[src/rtl/onehot_decoder_hold_if.sv]
// Handshake and decoded-strobe bundle for onehot_decoder_hold.
interface onehot_decoder_hold_if;
  logic       en;
  logic       in_valid;
  logic       in_ready;
  logic [2:0] code;
  logic [7:0] y;
  logic       active;
  logic       done;

  // Code source side: drives the index and enable, observes the strobe.
  modport master (
    output en, in_valid, code,
    input  in_ready, y, active, done
  );

  // Decoder side.
  modport slave (
    input  en, in_valid, code,
    output in_ready, y, active, done
  );
endinterface

[src/rtl/onehot_decoder_hold.sv]
// onehot_decoder_hold: turns a 3-bit index into an 8-line one-hot strobe held
// for HOLD_CYCLES cycles, then pulses done. Define SEG7_DISP_EN to add a
// registered active-low seven-segment view (led, g..a) of the last latched code.
module onehot_decoder_hold #(
  parameter int unsigned HOLD_CYCLES = 4,
  parameter int unsigned CNT_W       = 8
) (
  input  logic                      clk,
  input  logic                      rst,
  onehot_decoder_hold_if.slave      bus
`ifdef SEG7_DISP_EN
  ,
  output logic [6:0]                led
`endif
);

  localparam int unsigned Y_W    = 8;
  localparam int unsigned CODE_W = 3;

  typedef enum logic {IDLE = 1'b0, HOLD = 1'b1} state_t;

  state_t            state_q, state_d;
  logic [CNT_W-1:0]  cnt_q, cnt_d;
  logic [CODE_W-1:0] code_q, code_d;
  logic [Y_W-1:0]    y_q, y_d;
  logic              active_q, active_d;
  logic              done_q, done_d;
  logic              accept;

  assign accept       = bus.in_valid && (state_q == IDLE);
  assign bus.in_ready = (state_q == IDLE);
  assign bus.y        = y_q;
  assign bus.active   = active_q;
  assign bus.done     = done_q;

  // Next-state and registered-output decode.
  always_comb begin
    state_d  = state_q;
    cnt_d    = cnt_q;
    code_d   = code_q;
    y_d      = y_q;
    active_d = active_q;
    done_d   = 1'b0;
    unique case (state_q)
      IDLE: begin
        if (accept) begin
          code_d = bus.code;
          if (bus.en) begin
            y_d      = Y_W'(1) << bus.code;
            active_d = 1'b1;
            cnt_d    = CNT_W'(HOLD_CYCLES - 1);
            state_d  = HOLD;
          end else begin
            done_d = 1'b1;
          end
        end
      end
      HOLD: begin
        if (!bus.en) begin
          // Abort: drop the strobe silently, no completion pulse.
          y_d      = '0;
          active_d = 1'b0;
          state_d  = IDLE;
        end else if (cnt_q == '0) begin
          y_d      = '0;
          active_d = 1'b0;
          done_d   = 1'b1;
          state_d  = IDLE;
        end else begin
          cnt_d = cnt_q - CNT_W'(1);
          y_d   = Y_W'(1) << code_q;
        end
      end
      default: state_d = IDLE;
    endcase
  end

  // State and output registers, synchronous reset.
  always_ff @(posedge clk) begin
    if (rst) begin
      state_q  <= IDLE;
      cnt_q    <= '0;
      code_q   <= '0;
      y_q      <= '0;
      active_q <= 1'b0;
      done_q   <= 1'b0;
    end else begin
      state_q  <= state_d;
      cnt_q    <= cnt_d;
      code_q   <= code_d;
      y_q      <= y_d;
      active_q <= active_d;
      done_q   <= done_d;
    end
  end

`ifdef SEG7_DISP_EN
  logic [6:0] led_d;

  // Segment pattern (g..a, active-low) for the incoming code on accept.
  always_comb begin
    led_d = led;
    if (accept) begin
      unique case (bus.code)
        3'd0: led_d = 7'b1000000;
        3'd1: led_d = 7'b1111001;
        3'd2: led_d = 7'b0100100;
        3'd3: led_d = 7'b0110000;
        3'd4: led_d = 7'b0011001;
        3'd5: led_d = 7'b0010010;
        3'd6: led_d = 7'b0000010;
        3'd7: led_d = 7'b1111000;
        default: led_d = 7'b1000000;
      endcase
    end
  end

  // Display register, shows code 0 out of reset.
  always_ff @(posedge clk) begin
    if (rst) led <= 7'b1000000;
    else     led <= led_d;
  end
`endif

endmodule
[src/flat_wrapper.sv]
// flat-port wrapper written by rule: the top's interface ports become plain ports
module onehot_decoder_hold_flat 
#(
  parameter int unsigned HOLD_CYCLES = 4,
  parameter int unsigned CNT_W       = 8
)
  (clk, rst, bus_en, bus_in_valid, bus_code, bus_in_ready, bus_y, bus_active, bus_done);
  onehot_decoder_hold_if bus_i ();
  input  logic clk;
  input  logic rst;
  input wire logic [$bits(bus_i.en)-1:0] bus_en;
  input wire logic [$bits(bus_i.in_valid)-1:0] bus_in_valid;
  input wire logic [$bits(bus_i.code)-1:0] bus_code;
  output wire logic [$bits(bus_i.in_ready)-1:0] bus_in_ready;
  output wire logic [$bits(bus_i.y)-1:0] bus_y;
  output wire logic [$bits(bus_i.active)-1:0] bus_active;
  output wire logic [$bits(bus_i.done)-1:0] bus_done;
  assign bus_i.en = bus_en;
  assign bus_i.in_valid = bus_in_valid;
  assign bus_i.code = bus_code;
  assign bus_in_ready = bus_i.in_ready;
  assign bus_y = bus_i.y;
  assign bus_active = bus_i.active;
  assign bus_done = bus_i.done;
  onehot_decoder_hold #(.HOLD_CYCLES(HOLD_CYCLES), .CNT_W(CNT_W)) u_core (.clk(clk), .rst(rst), .bus(bus_i));
endmodule
[config.mk]
export PLATFORM = sky130hd
export DESIGN_NAME = onehot_decoder_hold_flat
export DESIGN_NICKNAME = d
export VERILOG_FILES = /design/src/rtl/onehot_decoder_hold_if.sv /design/src/rtl/onehot_decoder_hold.sv /design/src/flat_wrapper.sv
export SDC_FILE = /design/constraint.sdc
export NUM_CORES = 1
export LEC_CHECK = 0
export CAP_MARGIN = 20
export CORE_MARGIN = 1.5
export CORE_UTILIZATION = 40
export CTS_CLUSTER_SIZE = 30
export DETAILED_ROUTE_END_ITERATION = 7
export HOLD_SLACK_MARGIN = 0.05
export SETUP_SLACK_MARGIN = 0.15
export SLEW_MARGIN = 30
export SYNTH_ARGS = -nofsm -noshare
export SYNTH_HDL_FRONTEND = slang
export SYNTH_SLANG_ARGS = --single-unit
[constraint.sdc]
create_clock -name clk -period 1.7 [get_ports clk]
set_input_delay 0.34 -clock clk [delete_from_list [all_inputs] [get_ports clk]]
set_output_delay 0.34 -clock clk [all_outputs]
set_load 0.01 [all_outputs]
; ---- Word-level counts from Yosys, hierarchy flattened
; Index checks and enable logic that the tools add are counted.
; W data, S select, Z words.
[classes]
addsub = 1
multipliers = 0
div_mod_pow = 0
order_cmp = 0
eq_ne = 5
shift = 2
n_mux = 25
n_bitwise = 1
n_reduce_logical = 6
[ops]
columns = op, n
row1 = $mux W8, 8
row2 = $pmux W8 S2, 2
row3 = $shl A1 B3 Y8 const A, 2
row4 = $mux W1, 12
row5 = $logic_not A8 Y1, 1
row6 = $sub A8 B1 Y8 const B, 1
row7 = $ne A2 B2 Y1 const B, 3
row8 = $pmux W1 S2, 3
row9 = $reduce_and A2 Y1, 2
row10 = $reduce_and A4 Y1, 1
row11 = $ne A3 B3 Y1 const B, 1
row12 = $reduce_and A3 Y1, 1
row13 = $ne A2 B1 Y1 const B, 1
row14 = $logic_and A1 B1 Y1, 1
row15 = $not A1 Y1, 1
[word_totals]
reg_bits = 22
latch_bits = 0
ram_bits = 0
rom_bits = 0
in_bits = 7
output_inout_bits = 11
word_cells = 46
n_memories = 0

; ---- Depth between registers and ports, before layout
[logic_depth]
word_depth = 4
ltp_mapped = 6
ltp_nobuf = 6

; ---- Worst setup path before layout
; No wires, ideal clock.
[synth_timing]
path_type = register to register
from = register u_core.cnt_q[0]
to = register u_core.cnt_q[5]
setup_ps = 115
arrival_time_ps = 1564
required_ps = 1585
path_slack_ps = 22
path_stages_with_launch = 7
n_path_buf = 0
synth_period_minus_slack_ps = 1678
path_cell_list = dfxtp_1 inv_1 ha_1 and4bb_1 a21o_2 o31a_1 o21a_1
[synth_between]
elab_chain_len = 4
elab_cells_between_ends = 7
cone_classes = add/sub (1) / eq/ne (1) / mux (3) / reduce/logical (2)
[synth_rtl]
columns = element, line
row1 = start: declaration, onehot_decoder_hold.sv:23  ; logic [CNT_W-1:0] cnt_q, cnt_d;
row2 = start signal: assignment, onehot_decoder_hold.sv:89  ; cnt_q <= cnt_d;
row3 = $sub A8 B1 Y8, onehot_decoder_hold.sv:70  ; cnt_d = cnt_q - CNT_W'(1);
row4 = $mux W8, onehot_decoder_hold.sv:64  ; end else if (cnt_q == '0) begin
row5 = $mux W8, onehot_decoder_hold.sv:59  ; if (!bus.en) begin
row6 = $pmux W8 S2, onehot_decoder_hold.sv:44  ; unique case (state_q)
; Several ways; a longest one is shown, not always the timed one. The select of a mux whose other input is x is not followed.
; A chain may end at the register's enable or synchronous reset.

; ---- Final worst setup path
[layout_timing]
from = register u_core.cnt_q[1]
to = register u_core.cnt_q[4]
; The elaborated chain is that of the path after synthesis.

==> impl_metrics.py <==
metrics = {
    "cells_and_area": {
        "fin_nets": 185,
        "n_antenna_cell": 0,
        "nFillCells": 242,
        "area_growth_pct": 42.4,
        "drive_above_1_share_pct": 27.0,
        "final_cell_area_um2": 1590,
    },
    "yosys": {
        "synth_largest_area_cell": "dfxtp_1",
        "yosys.area.top_type_share_pct": 39.5,
        "synth-edff-count": 0,
        "synth_area_per_cell_um2": 8.20,
        "synth_common_cells": "25 x nor2_1, 22 x dfxtp_1, 13 x a21oi_1",
        "ys_ff_latch": 22,
        "ys_seq_area_share_pct": 39.5,
        "dominantRegCellSynth": "dfxtp_1",
        "synth_area_leaders": "dfxtp_1 40%, nor2_1 8.4%, a21oi_1 5.8%, nor3_1 4.9%, mux2i_1 2.7%",
        "async_flop_share_pct": 0,
        "synth.most_common_cell": "nor2_1",
        "synth_cells": 136,
        "ys_warn_count": 0,
        "synth_nets": 145,
        "syn_area_um2": 1110,
        "synth_cell_types": 40,
    },
    "detailed_routing": {
        "antenna_left": 0,
        "drc": 0,
        "vias": 1160,
        "viasPerCell": 5.69,
        "first_pass_iters": 4,
        "drt_iter0_drc": 33,
        "wire_per_inst_um": 14.2,
        "routed_wl_mm": 2.89,
    },
    "worst_setup_path": {
        "path_class": "reg2reg",
        "cp_num_buf_inv": 1,
        "crit_fanout": 4,
        "worstSetupStartpointType": "flop",
        "path_delay_family": "simple AND/OR/NAND/NOR gates",
        "reg2reg_slack_ns": 0.17,
        "crit_arrival_ns": 1.78,
        "path_cells": "inv_2 > ha_4 > and4bb_2 > a21o_4 > or3_4 > a21oi_2",
        "max_stage_delay_ns": 0.36,
        "endpoint_kind": "flop",
        "cpMaxStageDelayCell": "dfxtp_2",
        "worstPathRequired_ns": 1.95,
    },
    "place": {
        "dpl-instance-area_um2": 1440,
        "hpwlAfterDp_mm": 2.01,
        "port_buffers": 17,
        "gp_congestion": 0.877,
        "dpl_worst_slack_ns": -0.139,
    },
    "sta": {
        "max_slew_margin_pct": 76.9,
        "post-route-period-util_pct": 90.0,
        "clock-skew-final_ns": 0.00673,
        "finalSetupViolations": 0,
        "rsz0062_at_grt": "yes",
        "worst_pin_slew_ns": 0.341,
        "tns_ns": 0,
        "setup_slack_ns": 0.170,
        "hold_viol_final": 0,
        "fmax_mhz": 654,
        "slew_viol_final": 0,
        "period_minus_slack_ns": 1.53,
    },
    "clock_tree": {
        "ctsLongestPathBuffers": 2,
        "holdBufCountCts": 0,
        "cts_buffers": 3,
        "cts_tree": "yes",
        "ctsRootBufferMaster": "clkbuf_4",
        "cts_max_level": 1,
        "clock_latency_ns": 0.30,
        "path_clk_slew_ns": 0.12,
        "cts_sinks": 22,
    },
    "floorplan": {
        "rows": 18,
        "die_h_um": 55.8,
        "die_width_um": 55.8,
        "num_io_pins": 18,
        "start_util_pct": 43.4,
        "coreArea_um2": 2570,
        "dieArea_um2": 3110,
    },
    "power": {
        "p_leak_nw": 0.689,
        "ir_drop_v": 0.000743,
        "power.density_nw_per_um2": 775,
    },
    "worst_hold_path": {
        "holdCritPathClass": "reg2reg",
    },
    "global_route": {
        "grt_antenna_before_repair": 0,
        "grt.total_usage_pct": 18.2,
        "overflow": 0,
        "grt_pass1_vias": 1016,
        "grt_max_degree": 18,
        "grt_first_pass_wirelength_mm": 4.57,
    },
    "run_status": {
        "status": "completed",
    },
    "flow_run": {
        "drv_cap": 0,
    },
}
-- cell usage in the layout, fill, tap and decap left out, types with 3 or more instances in the layout --
| cell | instances |
|---|---|
| a21oi_1 | 11 |
| buf_4 | 24 |
| clkbuf_4 | 3 |
| clkdlybuf4s50_1 | 7 |
| dfxtp_1 | 18 |
| dfxtp_2 | 3 |
| dlygate4sd2_1 | 5 |
| dlymetal6s2s_1 | 5 |
| mux2i_1 | 3 |
| nand2_1 | 4 |
| nand2b_1 | 4 |
| nand3_1 | 4 |
| nor2_1 | 25 |
| nor3_1 | 10 |
| o21ai_0 | 4 |
| o31ai_1 | 4 |
| xnor2_1 | 3 |
-- state kept, by name, summed over array words and instances, names as in the netlist --
register and cells:
u_core.cnt_q 8, u_core.code_q 3, u_core.bus.active 1, u_core.bus.done 1, u_core.bus.y 8, u_core.state_q 1
-- final timing paths --
path	start	to	cells after the start
max	u_core.cnt_q[1]	u_core.cnt_q[4]	6
min	u_core.bus.y[1]	u_core.bus.y[1]	2
max reg2reg	u_core.cnt_q[1]	u_core.cnt_q[4]	6
min reg2reg	u_core.bus.y[1]	u_core.bus.y[1]	2
-- repair_timing --
item,CTS,global route
pin swaps,4,8
setup endpoints to repair,8,13
setup buffers,4,3
resized for setup,10,16
endpoints found under the hold margin,0,0
-- area by class of cell --
type	instances	area [um2]	share of cell area, %
multi-input combinational	105	709	44.7
sequential	22	448	28.2
timing repair buffer	41	357	22.5
inverter	3	13.8	0.867
tap	30	37.5	2.36
clock buffer	3	22.5	1.42
-- metal layers --
| layer | routed length, um | global-route usage, % |
|---|---|---|
| met3 | 145 | 4.42 |
| met2 | 1270 | 27.0 |
| met4 | 23 | 4.18 |
| met1 | 1460 | 26.4 |
| met5 | 0 | 0 |
-- logic make-up after synthesis --
kind of cell / Yosys count / share of synthesized area [%]
AO/OA/AOI/OAI: 35 / 20.4
XOR/XNOR: 3 / 2.36
adder cells (fa/ha/maj): 2 / 2.24
buffers and inverters: 9 / 3.26
flip-flops: 22 / 39.5
multiplexers: 3 / 2.69
AND/OR/NAND/NOR: 62 / 29.5
-- where the power goes --
| group | total, mW | switching (mW) | leakage, nW | internal [mW] |
|---|---|---|---|---|
| Clock | 0.232 | 0.150 | 0.0138 | 0.0827 |
| Sequential | 0.597 | 0.0395 | 0.183 | 0.557 |
| Combinational | 0.401 | 0.200 | 0.492 | 0.201 |
-- metrics by stage --
step	power, mW	hold slack (ns)	util [%]	cells
after floorplan	0.803	0.456	-	136
after global placement	0.951	0.474	56.1	194
after detailed placement	0.954	0.480	56.1	194
after CTS	1.20	0.496	58.6	201
after global routing	1.29	0.514	61.8	204
final	1.23	0.496	61.8	204
-- worst reg2reg max path: stages, from the launching register on --
cell and delay, ns:
dfxtp_2 0.36, inv_2 0.06, ha_4 0.15, and4bb_2 0.24, a21o_4 0.22, or3_4 0.33
a21oi_2 0.11
No activity file was read; power rests on OpenSTA's default activity.
